**src/rtl/nx_fifo_drain.sv**
```systemverilog
// nx_fifo_drain: read-side consumer for a fall-through FIFO. Pops words into a
// 2-entry skid buffer and presents them as a valid/ready stream. It also tracks
// frame boundaries (per-word last flag), counts beats and frames, and keeps
// sticky underflow / overlength error flags.
module nx_fifo_drain #(
  parameter int DATA_W    = 34,
  parameter int LAST_BIT  = 33,
  parameter int MAX_BEATS = 255,
  parameter int CNT_W     = 16
) (
  input  logic              clk,
  input  logic              rst,
  input  logic              fifo_empty,
  input  logic [DATA_W-1:0] fifo_rdata,
  input  logic              fifo_underflow,
  output logic              fifo_ren,
  output logic              fifo_clear,
  input  logic              flush,
  output logic              out_valid,
  output logic [DATA_W-1:0] out_data,
  output logic              out_last,
  input  logic              out_ready,
  output logic [7:0]        beat_cnt,
  output logic [CNT_W-1:0]  frame_cnt,
  output logic              err_underflow,
  output logic              err_overlength
);

  // Beat count at which one more non-last beat makes the frame too long.
  localparam logic [7:0] OVL_AT = 8'(MAX_BEATS - 1);

  logic [1:0]        occ_q, occ_d;
  logic [DATA_W-1:0] head_q, head_d;
  logic [DATA_W-1:0] tail_q, tail_d;
  logic [7:0]        beat_cnt_q, beat_cnt_d;
  logic [CNT_W-1:0]  frame_cnt_q, frame_cnt_d;
  logic              err_underflow_q, err_underflow_d;
  logic              err_overlength_q, err_overlength_d;
  logic              fire;

  function automatic logic [7:0] sat_inc8(input logic [7:0] v);
    return (v == 8'hFF) ? v : v + 8'd1;
  endfunction

  // Pop only from registered occupancy so fifo_ren never depends on out_ready.
  assign fifo_ren       = !rst && !flush && !fifo_empty && (occ_q < 2'd2);
  assign fifo_clear     = flush;
  assign out_valid      = (occ_q != 2'd0);
  assign out_data       = out_valid ? head_q : '0;
  assign out_last       = out_data[LAST_BIT];
  // A handshake coinciding with flush is discarded, so it is not a fire.
  assign fire           = out_valid && out_ready && !flush;
  assign beat_cnt       = beat_cnt_q;
  assign frame_cnt      = frame_cnt_q;
  assign err_underflow  = err_underflow_q;
  assign err_overlength = err_overlength_q;

  // Skid buffer next state: capture into tail, remove head on fire, keep order.
  always_comb begin
    occ_d  = occ_q;
    head_d = head_q;
    tail_d = tail_q;
    if (flush) begin
      occ_d = 2'd0;
    end else begin
      case ({fifo_ren, fire})
        2'b10: begin
          if (occ_q == 2'd0) head_d = fifo_rdata;
          else               tail_d = fifo_rdata;
          occ_d = occ_q + 2'd1;
        end
        2'b01: begin
          head_d = tail_q;
          occ_d  = occ_q - 2'd1;
        end
        2'b11: begin
          if (occ_q == 2'd1) begin
            head_d = fifo_rdata;
          end else begin
            head_d = tail_q;
            tail_d = fifo_rdata;
          end
        end
        default: ;
      endcase
    end
  end

  // Frame accounting and sticky error flags.
  always_comb begin
    beat_cnt_d       = beat_cnt_q;
    frame_cnt_d      = frame_cnt_q;
    err_overlength_d = err_overlength_q;
    err_underflow_d  = err_underflow_q | fifo_underflow;
    if (flush) begin
      beat_cnt_d = 8'd0;
    end else if (fire) begin
      if (head_q[LAST_BIT]) begin
        beat_cnt_d  = 8'd0;
        frame_cnt_d = frame_cnt_q + 1'b1;
      end else begin
        if (beat_cnt_q == OVL_AT) err_overlength_d = 1'b1;
        beat_cnt_d = sat_inc8(beat_cnt_q);
      end
    end
  end

  // Control state register with synchronous reset.
  always_ff @(posedge clk) begin
    if (rst) begin
      occ_q            <= 2'd0;
      beat_cnt_q       <= 8'd0;
      frame_cnt_q      <= '0;
      err_underflow_q  <= 1'b0;
      err_overlength_q <= 1'b0;
    end else begin
      occ_q            <= occ_d;
      beat_cnt_q       <= beat_cnt_d;
      frame_cnt_q      <= frame_cnt_d;
      err_underflow_q  <= err_underflow_d;
      err_overlength_q <= err_overlength_d;
    end
  end

  // Skid data storage; contents are only observable while occupancy covers them.
  always_ff @(posedge clk) begin
    head_q <= head_d;
    tail_q <= tail_d;
  end

endmodule

```
**config.mk**
```make
export PLATFORM = sky130hd
export DESIGN_NAME = nx_fifo_drain
export DESIGN_NICKNAME = d
export VERILOG_FILES = /design/src/rtl/nx_fifo_drain.sv
export SDC_FILE = /design/constraint.sdc
export NUM_CORES = 1
export LEC_CHECK = 0
export BUFFER_PORTS_ARGS = -buffer_cell sky130_fd_sc_hd__buf_2
export CAP_MARGIN = 30
export CORE_MARGIN = 1
export CORE_UTILIZATION = 40
export DETAILED_ROUTE_END_ITERATION = 8
export GPL_ROUTABILITY_DRIVEN = 0
export RECOVER_POWER = 100
export SLEW_MARGIN = 10
export SYNTH_ARGS = -nofsm -noshare
export SYNTH_HDL_FRONTEND = slang
export SYNTH_SLANG_ARGS = --single-unit
```
**constraint.sdc**
```tcl
create_clock -name clk -period 5.7 [get_ports clk]
set_input_delay 0 -clock clk [delete_from_list [all_inputs] [get_ports clk]]
set_output_delay 0 -clock clk [all_outputs]
set_load 0.05 [all_outputs]
```
* Yosys cells after proc, flatten, opt, wreduce, memory -nomap -nowiden
Cells that the tools add are included. Widths: inputs -> output; s select.
Storage, ports and cells: register bits 96, latch bits 0, RAM bits 0, memory bits (read-only) 0, input port bits 40, output and inout bits 64, word-level logic and storage cells 54, memories 0
Operators by class: add/sub/neg operators 4, multiply operators 0, div/mod/pow operators 0, order comparisons 1, eq/ne operators 10, shift-type cells 0, mux-type cells 10, bitwise operators 3, reduce and logical (&&, ||, !) cells 19
Operators by type and width (number):
- $mux 34 | 5
- $pmux 34 s3 | 1
- $pmux 34 s2 | 1
- $add 16x1->16 const B | 1
- $eq 8x8->1 const B | 2
- $mux 8 | 2
- $add 8x1->8 const B | 1
- $ne 2x2->1 const B | 4
- $reduce_and 4->1 | 2
- $reduce_and 3->1 | 2
- $reduce_bool 2->1 | 3
- $logic_and 1x1->1 | 5
- $eq 2x1->1 const B | 2
- $eq 2x2->1 const B | 2
- $pmux 2 s2 | 1
- $logic_not 1->1 | 3
- $reduce_bool 3->1 | 1
- $add 2x1->2 const B | 1
- $logic_not 2->1 | 1
- $lt 2x2->1 const B | 1
- $not 1->1 | 2
- $reduce_and 2->1 | 1
- $reduce_or 2->1 | 1
- $sub 2x1->2 const B | 1
- $or 1x1->1 | 1

* Longest topological paths before layout
Gate-level depths: netlist of run 1.
depth after elaboration 7, mapped depth 10

* Worst setup path before layout of run 1
OpenSTA, ideal clock, no wires.
kind register to register, start point register occ_q[0], end point register tail_q[0], enable pin, setup time 481 ps, arrival 4078 ps, setup slack 1141 ps, cell stages (with the launch flop) 9, clock period less this slack 4559 ps, path through dfxtp_1 inv_1 ha_1 or3b_1 clkbuf_1 inv_2 ha_1 o21bai_1 a221oi_1
On the way: word-level cells in the longest chain between the ends 6, elaborated cells on any way between the ends 13
Ends and longest elaborated chain:
- start, declared | line 32 | logic [1:0] occ_q, occ_d;
- start signal, assigned | line 111 | occ_q <= 2'd0;
- start signal, assigned | line 117 | occ_q <= occ_d;
- branches (longest 5 deep; another with $lt 2x2->1)
- $reduce_and 4->1 (no line) *
- end signal, assigned | line 128 | tail_q <= tail_d;
- end, declared | line 34 | logic [DATA_W-1:0] tail_q, tail_d;
Every way passes the cells marked *. A chain may end at the register's enable or synchronous reset.

* Worst setup path after layout of run 1
start point register occ_q[1], end point register head_q[7], enable pin
On the way: word-level cells in the longest chain between the ends 6, elaborated cells on any way between the ends 12
Ends and longest elaborated chain:
- branches (longest 5 deep; another with $lt 2x2->1)
- $reduce_and 3->1 (no line) *
- end signal, assigned | line 127 | head_q <= head_d;
- end, declared | line 33 | logic [DATA_W-1:0] head_q, head_d;
Marks and branches as above.

==> flow_summary.ini, run 1 <==
[yosys]
synth_area_leaders = edfxtp_1 (50%), dfxtp_1 (14%), a22o_1 (7.5%)
yosys_warnings = 0
yosysSeqAreaShare_pct = 63.57
yosysTopAreaCell = edfxtp_1
ys_types = 46
yosysMostFrequentCell = edfxtp_1
synthesis.area_sq_um = 4094
syn-num-nets = 373
synth_ff_type = edfxtp_1
synth.avg_cell_area_sq_um = 12.60
synth_top_area_share_pct = 49.88
synth-async-reset-ratio_pct = 0
ys_ff_latch = 96
synth_edf_count = 68
synth_common_cells = edfxtp_1 (68), nor2b_1 (39), a22o_1 (35), dfxtp_1 (28), nor2_1 (25)
synth_cells = 325

[setup_path]
crit_slowest_cell = ha_1
critPathMostFrequentCell = ha_1
arrival_ps = 4000
r2r_slack_ps = 1760
cp-start-kind = flip-flop
cp-end-kind = flip-flop
path_max_fanout = 41
required_ps = 5760
path_cells = inv_1, ha_1, or3b_1, ha_1, a21oi_1, nor2_1, buf_16
slowest_delay_ps = 1130
worstSetupPathType = flip-flop to flip-flop

[die]
die_w_um = 103.2
core-area_sq_um = 9864
dieArea_sq_um = 10640
initial_core_util_pct = 41.50
dieHeight_um = 103.2
rows = 36
io-pin-count = 104

[drt]
via_per_inst = 4.997
drt-initial-drc-count = 103
routedWlPerCell_um = 14.38
drc = 0
vias = 2978
first_pass_iters = 4
drt-total-wl_mm = 8.570
ant_nets = 0

[power_and_ir_drop]
clkPwrFrac_pct = 33.6
peakVddDrop_uv = 167.1
p_leak_nw = 1.780
swShare_pct = 24.21
switchingPower_mw = 0.3251
combPwrFrac_pct = 9.4
p_int_mw = 1.018
seq_power_share_pct = 56.9
p_per_area_nw_per_um2 = 258.9

[worst_hold_path]
hp-class = input port to flip-flop

[layout]
multi_input_area_sq_um = 1386
drive_above_1_share_pct = 7.559
regArea_sq_um = 2603
diodes = 0
layout-area-overhead-vs-synth_pct = 26.71
n_fill_cell = 929
final_nets = 507

[placed_design]
place_hpwl_mm = 5.698
place_ws_ps = 2552
port_buffers = 103

[clock_network]
numCtsBuffers = 9
cts_setup_buffers = 0
cts_tree = yes
clkSlewWorstSetupHoldPaths_ps = 90
root_buffer = clkbuf_8
clockBufferDepth = 2
clkLatencyLatePin_ps = 360
htree_levels = 3
numClockSinks = 96

[global_routing]
grt_pass1_vias = 2786
antenna_found_initial = 0
gr-total-overflow = 0
track_usage_pct = 16.45
grt_pass1_wl_mm = 13.25
grt_max_degree = 42

[timing]
rsz0062_at_grt = false
relSlewSlack_pct = 3.571
min_period_ps = 3940
tightest_slew_ps = 1446
final.setup_skew_ps = 10.44
hold_viol = 0
max_freq_mhz = 253.8
finalSetupViolations = 0
timing.hold.ws_ps = 40.66
setup_tns_ps = 0
fin_ws_ps = 1760
slew_viol_final = 0
period_share_pct = 69.12

[job]
drv_cap = 0

[outcome]
status = finished clean
per-stage QoR:
step	util (%)	power [mW]	std cells	area, sq um
4_1_cts	53.89	1.361	595	5316
3_3_place_gp	48.05	0.8899	544	4740
2_1_floorplan	-	0.8555	325	4094
3_5_place_dp	48.33	0.8937	545	4767
6_report	52.59	1.343	596	5187
5_1_grt	52.59	1.396	596	5187
flip-flops by register name (all words and copies together) (netlist names):
signal and flops:
tail_q 34, head_q 34, err_underflow 1, err_overlength 1
beat_cnt 8, frame_cnt 16, occ_q 2
logic make-up (layout without fill, tap and decap cells):
family | after synthesis | in the layout | share of synthesized area (%)
compound gates | 65 | 65 | 12.35
xor+xnor | 11 | 11 | 2.353
fa+ha+maj | 8 | 8 | 2.445
buf+inv | 29 | 167 | 2.903
flops | 96 | 96 | 63.57
mux | 4 | 4 | 1.070
simple gates | 112 | 112 | 15.31
layout make-up:
| cell class | count | area share [%] |
|---|---|---|
| Clock buffer | 9 | 2.388 |
| Clock inverter | 6 | 1.447 |
| Inverter | 10 | 0.7236 |
| Multi-Input combinational cell | 200 | 26.72 |
| Sequential cell | 96 | 50.17 |
| Tap cell | 133 | 3.208 |
| Timing Repair Buffer | 142 | 15.34 |
routing by layer:
metal | wire, um | up-vias | global-route usage (%) | share of wire, %
met1 | 3918 | 1405 | 20.62 | 46
met4 | 69 | 0 | 5.092 | 0.81
met3 | 481 | 11 | 4.407 | 5.6
li1 | - | 1468 | - | -
met5 | 0 | - | 0 | 0
met2 | 4100 | 94 | 27.85 | 48
power by group through the flow:
stage	registers, mW	clock network [mW]	logic, mW
floorplan	0.783	0	0.0727
finish	0.764	0.452	0.127
detailed placement	0.781	0	0.113
global placement	0.780	0	0.110
global route	0.766	0.494	0.136
CTS	0.765	0.465	0.132
timing repair:
item / CTS / global route
resized for setup: 0 / 0
endpoints found under the setup margin: 0 / 0
hold buffers: 35 / 0
hold endpoints to repair: 69 / 0
worst max-delay path: cells and delay by family, from the launching register on:
family | cells | cell delay [ps]
buf+inv | 2 | 350
flops | 1 | 310
simple gates | 2 | 1410
fa+ha+maj | 2 | 1440
compound gates | 1 | 100
path summary, 6_finish.rpt:
check | endpoint | start | cells past startpoint
max | head_q[7]$_DFFE_PP_ | occ_q[1]$_SDFFE_PP0P_ | 7
min reg2reg | err_underflow$_SDFF_PP0_ | err_underflow$_SDFF_PP0_ | 2
max reg2reg | head_q[7]$_DFFE_PP_ | occ_q[1]$_SDFFE_PP0P_ | 7
min | beat_cnt[0]$_SDFFE_PP0P_ | out_ready | 3
placed cells by master, fill, tap and decap left out, drive strengths merged, types with 2 or more instances in the layout:
cell type and instances:
and4 2, nand3 6, ha 8, dlygate4sd3 35, inv 14, xor2 5, edfxtp 68, a41oi 2
nand2b 2, nand2 10, nor2 25, o21ai 4, a21oi 11, nand4 6, o21bai 2, mux2 3
clkbuf 104, dfxtp 28, or3 6, buf 12, a211oi 2, nor2b 39, nor3 4, a31o 2
nor3b 2, and3 3, a22o 35, xnor2 6
Note: power is estimated with default switching activity, not from simulation.
==> run 2, diff against run 1 <==
- PLACE_DENSITY: unset -> 0.65
- clock period: 5.7 -> 3.35 ns (I/O delays scaled with it)
==> flow_summary.ini, run 2 (synthesis results as in run 1) <==
[power_and_ir_drop]
p_per_area_nw_per_um2 = 431.7
seq_power_share_pct = 58.1
swShare_pct = 25.64
combPwrFrac_pct = 9.6
switchingPower_mw = 0.5743
p_int_mw = 1.666
clkPwrFrac_pct = 32.3
peakVddDrop_uv = 335.1
p_leak_nw = 1.782

[setup_path]
cp-end-kind = flip-flop
crit_slowest_cell = nor4_1
cp-start-kind = flip-flop
arrival_ps = 3110
path_cells = inv_1, ha_1, buf_4, nand4bb_1, nor4_1, nor3b_1, mux2_1
required_ps = 3600
slowest_delay_ps = 790
path_max_fanout = 40
worstSetupPathType = flip-flop to flip-flop

[clock_network]
numCtsBuffers = 9
ctsResizeCount = 0
htree_levels = 3
clkLatencyLatePin_ps = 360
cts_setup_buffers = 0
numClockSinks = 96
cts_tree = yes
root_buffer = clkbuf_8
clockBufferDepth = 2
clkSlewWorstSetupHoldPaths_ps = 100
hold_buffers = 35

[drt]
via_per_inst = 5.025
drc = 0
routedWlPerCell_um = 14.52
drt-initial-drc-count = 73
ant_nets = 0
vias = 3005
drt-total-wl_mm = 8.680
first_pass_iters = 4

[die]
initial_core_util_pct = 41.50
io-pin-count = 104
dieArea_sq_um = 10640
rows = 36
die_w_um = 103.2
core-area_sq_um = 9864
dieHeight_um = 103.2

[global_routing]
grt_max_degree = 41
antenna_found_initial = 0
grt_pass1_wl_mm = 13.62
track_usage_pct = 16.85
grt_pass1_vias = 2902
gr-total-overflow = 0

[timing]
setup_tns_ps = 0
slew_viol_final = 0
max_freq_mhz = 350.5
hold_viol = 0
relSlewSlack_pct = 45.39
tightest_slew_ps = 811.6
min_period_ps = 2853
finalSetupViolations = 0
rsz0062_at_grt = false
period_share_pct = 85.17
final.setup_skew_ps = 9.027

[layout]
fin_cells = 598
final_common_cell = clkbuf_1
layout_common_cells = clkbuf_1 (92), edfxtp_1 (68), nor2b_1 (39)
layout-area-overhead-vs-synth_pct = 26.74
final_nets = 508
diodes = 0
drive_above_1_share_pct = 8.602
n_fill_cell = 945

[outcome]
status = finished clean

[placed_design]
place_hpwl_mm = 5.698
dp_cells = 547
port_buffers = 103

[worst_hold_path]
hp-class = input port to flip-flop

[job]
drv_cap = 0
## run 2: changes by cell type in the layout (fill, tap and decap cells not counted), sizes merged
cell    before  now
clkbuf     104  103
buf         12   15
inv         14   13
bufinv       1    0
clkinv       0    2
## run 2: per-stage QoR
stage	hold WS, ps	setup slack [ps]	utilization, %	power, mW	instance area, sq um
finish	45.65	496.8	52.60	2.240	5189
global placement	195.5	783.5	48.40	1.518	4775
CTS	24.37	659.9	53.87	2.271	5314
detailed placement	196.0	685.1	48.40	1.522	4775
global route	37.41	281.0	52.60	2.325	5189
floorplan	98.87	-60.75	-	1.456	4103
## run 2: power groups by stage
| stage | clock network, mW | logic (mW) | registers [mW] |
|---|---|---|---|
| after global routing | 0.789 | 0.232 | 1.30 |
| after floorplan | 0 | 0.124 | 1.33 |
| after global placement | 0 | 0.190 | 1.33 |
| after detailed placement | 0 | 0.194 | 1.33 |
| after CTS | 0.744 | 0.225 | 1.30 |
| final | 0.723 | 0.216 | 1.30 |
## run 2: final timing paths
| path | startpoint | to | slack, ps | depth (start not counted) |
|---|---|---|---|---|
| setup reg to reg | occ_q[0]$_SDFFE_PP0P_ | frame_cnt[15]$_SDFFE_PP0P_ | 500 | 7 |
| hold reg to reg | err_underflow$_SDFF_PP0_ | err_underflow$_SDFF_PP0_ | 490 | 2 |
| hold / removal | out_ready | beat_cnt[0]$_SDFFE_PP0P_ | 50 | 3 |
| setup / recovery | occ_q[0]$_SDFFE_PP0P_ | frame_cnt[15]$_SDFFE_PP0P_ | 500 | 7 |
## run 2: final cells by class
cell class,count,area [sq um],area share [%]
Inverter,10,37.54,0.7234
Tap cell,133,166.4,3.207
Clock inverter,6,61.31,1.182
Multi-Input combinational cell,200,1394,26.86
Sequential cell,96,2603,50.16
Clock buffer,10,127.6,2.460
Timing Repair Buffer,143,799.5,15.41
## run 2: metal layers
metal	up-vias	GRT usage (%)	share of wire [%]
met1	1430	20.55	44
met3	7	5.085	6.5
met4	0	3.575	0.55
li1	1471	-	-
met2	97	29.54	49
met5	-	0	0
## run 2: worst max-delay path, delay by kind of cell (launching register included)
kind,cells,cell delay (ps)
and+or+nand+nor,3,1500
adders and majority gates,1,200
buffers and inverters,2,320
DFF,1,390
muxes,1,340
==> run 3, diff against run 2 <==
- BUFFER_PORTS_ARGS: -buffer_cell sky130_fd_sc_hd__buf_2 -> unset
- DONT_BUFFER_PORTS: unset -> 1
- PLACE_DENSITY: 0.65 -> unset
- REMOVE_ABC_BUFFERS: unset -> 1
==> flow_summary.ini, run 3 (synthesis results as in run 1) <==
[outcome]
status = finished clean

[global_routing]
antenna_found_initial = 0
grt_util_met2_pct = 25.95
grt_pass1_wl_mm = 12.12
met1_usage_pct = 17.26
met3_usage_pct = 6.915
track_usage_pct = 15.44
grt_max_degree = 41
top_usage_layer = met2
gr-total-overflow = 0
grt_pass1_vias = 2469

[die]
dieArea_sq_um = 10640
io-pin-count = 104
dieHeight_um = 103.2
core-area_sq_um = 9864
rows = 36
initial_core_util_pct = 41.50
die_w_um = 103.2

[clock_network]
htree_levels = 3
cts_tree = yes
clkSlewWorstSetupHoldPaths_ps = 80
clockBufferDepth = 2
clkLatencyLatePin_ps = 360
numCtsBuffers = 9
cts_setup_buffers = 0
root_buffer = clkbuf_8
numClockSinks = 96

[timing]
max_freq_mhz = 351.9
period_share_pct = 84.83
slew_viol_final = 0
hold_viol = 0
relSlewSlack_pct = 30.99
min_period_ps = 2842
timing.hold.ws_ps = 0.01828
final.setup_skew_ps = 6.377
tightest_slew_ps = 1031
rsz0062_at_grt = false
finalSetupViolations = 0

[layout]
layout-area-overhead-vs-synth_pct = 18.55
final_nets = 413
final_common_cell = edfxtp_1
drive_above_1_share_pct = 8.130
layout_common_cells = edfxtp_1 (68), nor2b_1 (39), dlygate4sd3_1 (38)
final_cell_area_sq_um = 4853
diodes = 0

[drt]
drt-total-wl_mm = 7.990
routedWlPerCell_um = 15.92
via_per_inst = 5.183
first_pass_iters = 4
drt-initial-drc-count = 50
drc = 0
ant_nets = 0
vias = 2602

[power_and_ir_drop]
p_per_area_nw_per_um2 = 474.1
peakVddDrop_uv = 291.8
p_leak_nw = 1.657

[setup_path]
path_max_fanout = 34
r2r_slack_ps = 630
required_ps = 3570
cp-end-kind = flip-flop
worst-path-buf-inv = 3
crit_slowest_cell = dlygate4sd3_1
path_cells = dlygate4sd3_1, or2_2, or3_1, inv_1, ha_1, a21oi_1, nor2_2, clkbuf_2, a22o_1
critical_path_depth = 9
crit_family = buffers and inverters
startpoint = rst
timing.rr.end = frame_cnt[15]$_SDFFE_PP0P_
r2r_cells = 7
cp-start-kind = input port
arrival_ps = 3060
crit_end = head_q[4]$_DFFE_PP_
slowest_delay_ps = 840
timing.rr.start = occ_q[0]$_SDFFE_PP0P_
worstSetupPathType = input port to flip-flop

[placed_design]
place_hpwl_mm = 5.348
placed_cell_area_sq_um = 4290
port_buffers = 0

[job]
drv_cap = 0

[worst_hold_path]
hp-class = input port to primary output
## run 3: cell count changes in the layout (fill, tap and decap cells not counted), moves of 2 or more
cell,before,now
buf_2,11,0
buf_4,3,5
bufinv_16,0,2
clkbuf_1,92,4
dlygate4sd3_1,35,38
## run 3: worst min path at each step
stage               startpoint          to  slack [ps]  cells past startpoint
floorplan                flush  fifo_clear           0                      0
global placement         flush  fifo_clear         0.8                      0
detailed placement       flush  fifo_clear         0.8                      0
CTS                      flush  fifo_clear         0.8                      0
global route             flush  fifo_clear         0.2                      0
finish                   flush  fifo_clear        0.02                      0
## run 3: what timing repair did
action | 4_1_cts | 5_1_grt
endpoints found under the hold margin | 92 | 0
hold buffers | 38 | 0
gates resized for setup | 0 | 0
## run 3: area by class of cell
cell class                      instances  area [sq um]
Clock buffer                            9         123.9
Sequential cell                        96          2603
Clock inverter                          6         91.34
Tap cell                              133         166.4
Inverter                               10         37.54
Fill cell                             859          5011
Multi-Input combinational cell        200          1394
Timing Repair Buffer                   48         437.9
## run 3: power by group
| group | total [mW] | internal [mW] | switching, mW |
|---|---|---|---|
| registers | 1.30 | 1.29 | 0.00944 |
| logic | 0.183 | 0.0678 | 0.115 |
| clock network | 0.813 | 0.421 | 0.392 |
| total | 2.30 | 1.78 | 0.517 |
## run 3: metrics by stage
step | power, mW | setup WS [ps] | setup TNS, ps | std cells | util [%]
floorplan | 1.447 | -1589 | -69180 | 306 | -
global placement | 1.469 | 784.1 | 0 | 448 | 43.38
CTS | 2.332 | 521.6 | 0 | 502 | 49.53
global route | 2.385 | 255.6 | 0 | 502 | 49.20
detailed placement | 1.472 | 694.5 | 0 | 449 | 43.49
finish | 2.301 | 508.4 | 0 | 502 | 49.20
## run 3: worst reg2reg max path, delay by kind of cell, from the launching register on
kind	cells	cell delay (ps)
fa+ha+maj	1	210
simple gates	3	1380
flops	1	370
buf+inv	2	320
mux	1	340
## run 3: per-layer routing
layer	part of all wire (%)	routed length [um]	up-vias
li1	-	-	1282
met1	41	3271	1210
met2	47	3786	100
met3	10	833	10
met4	1.2	97	0
met5	0	0	-
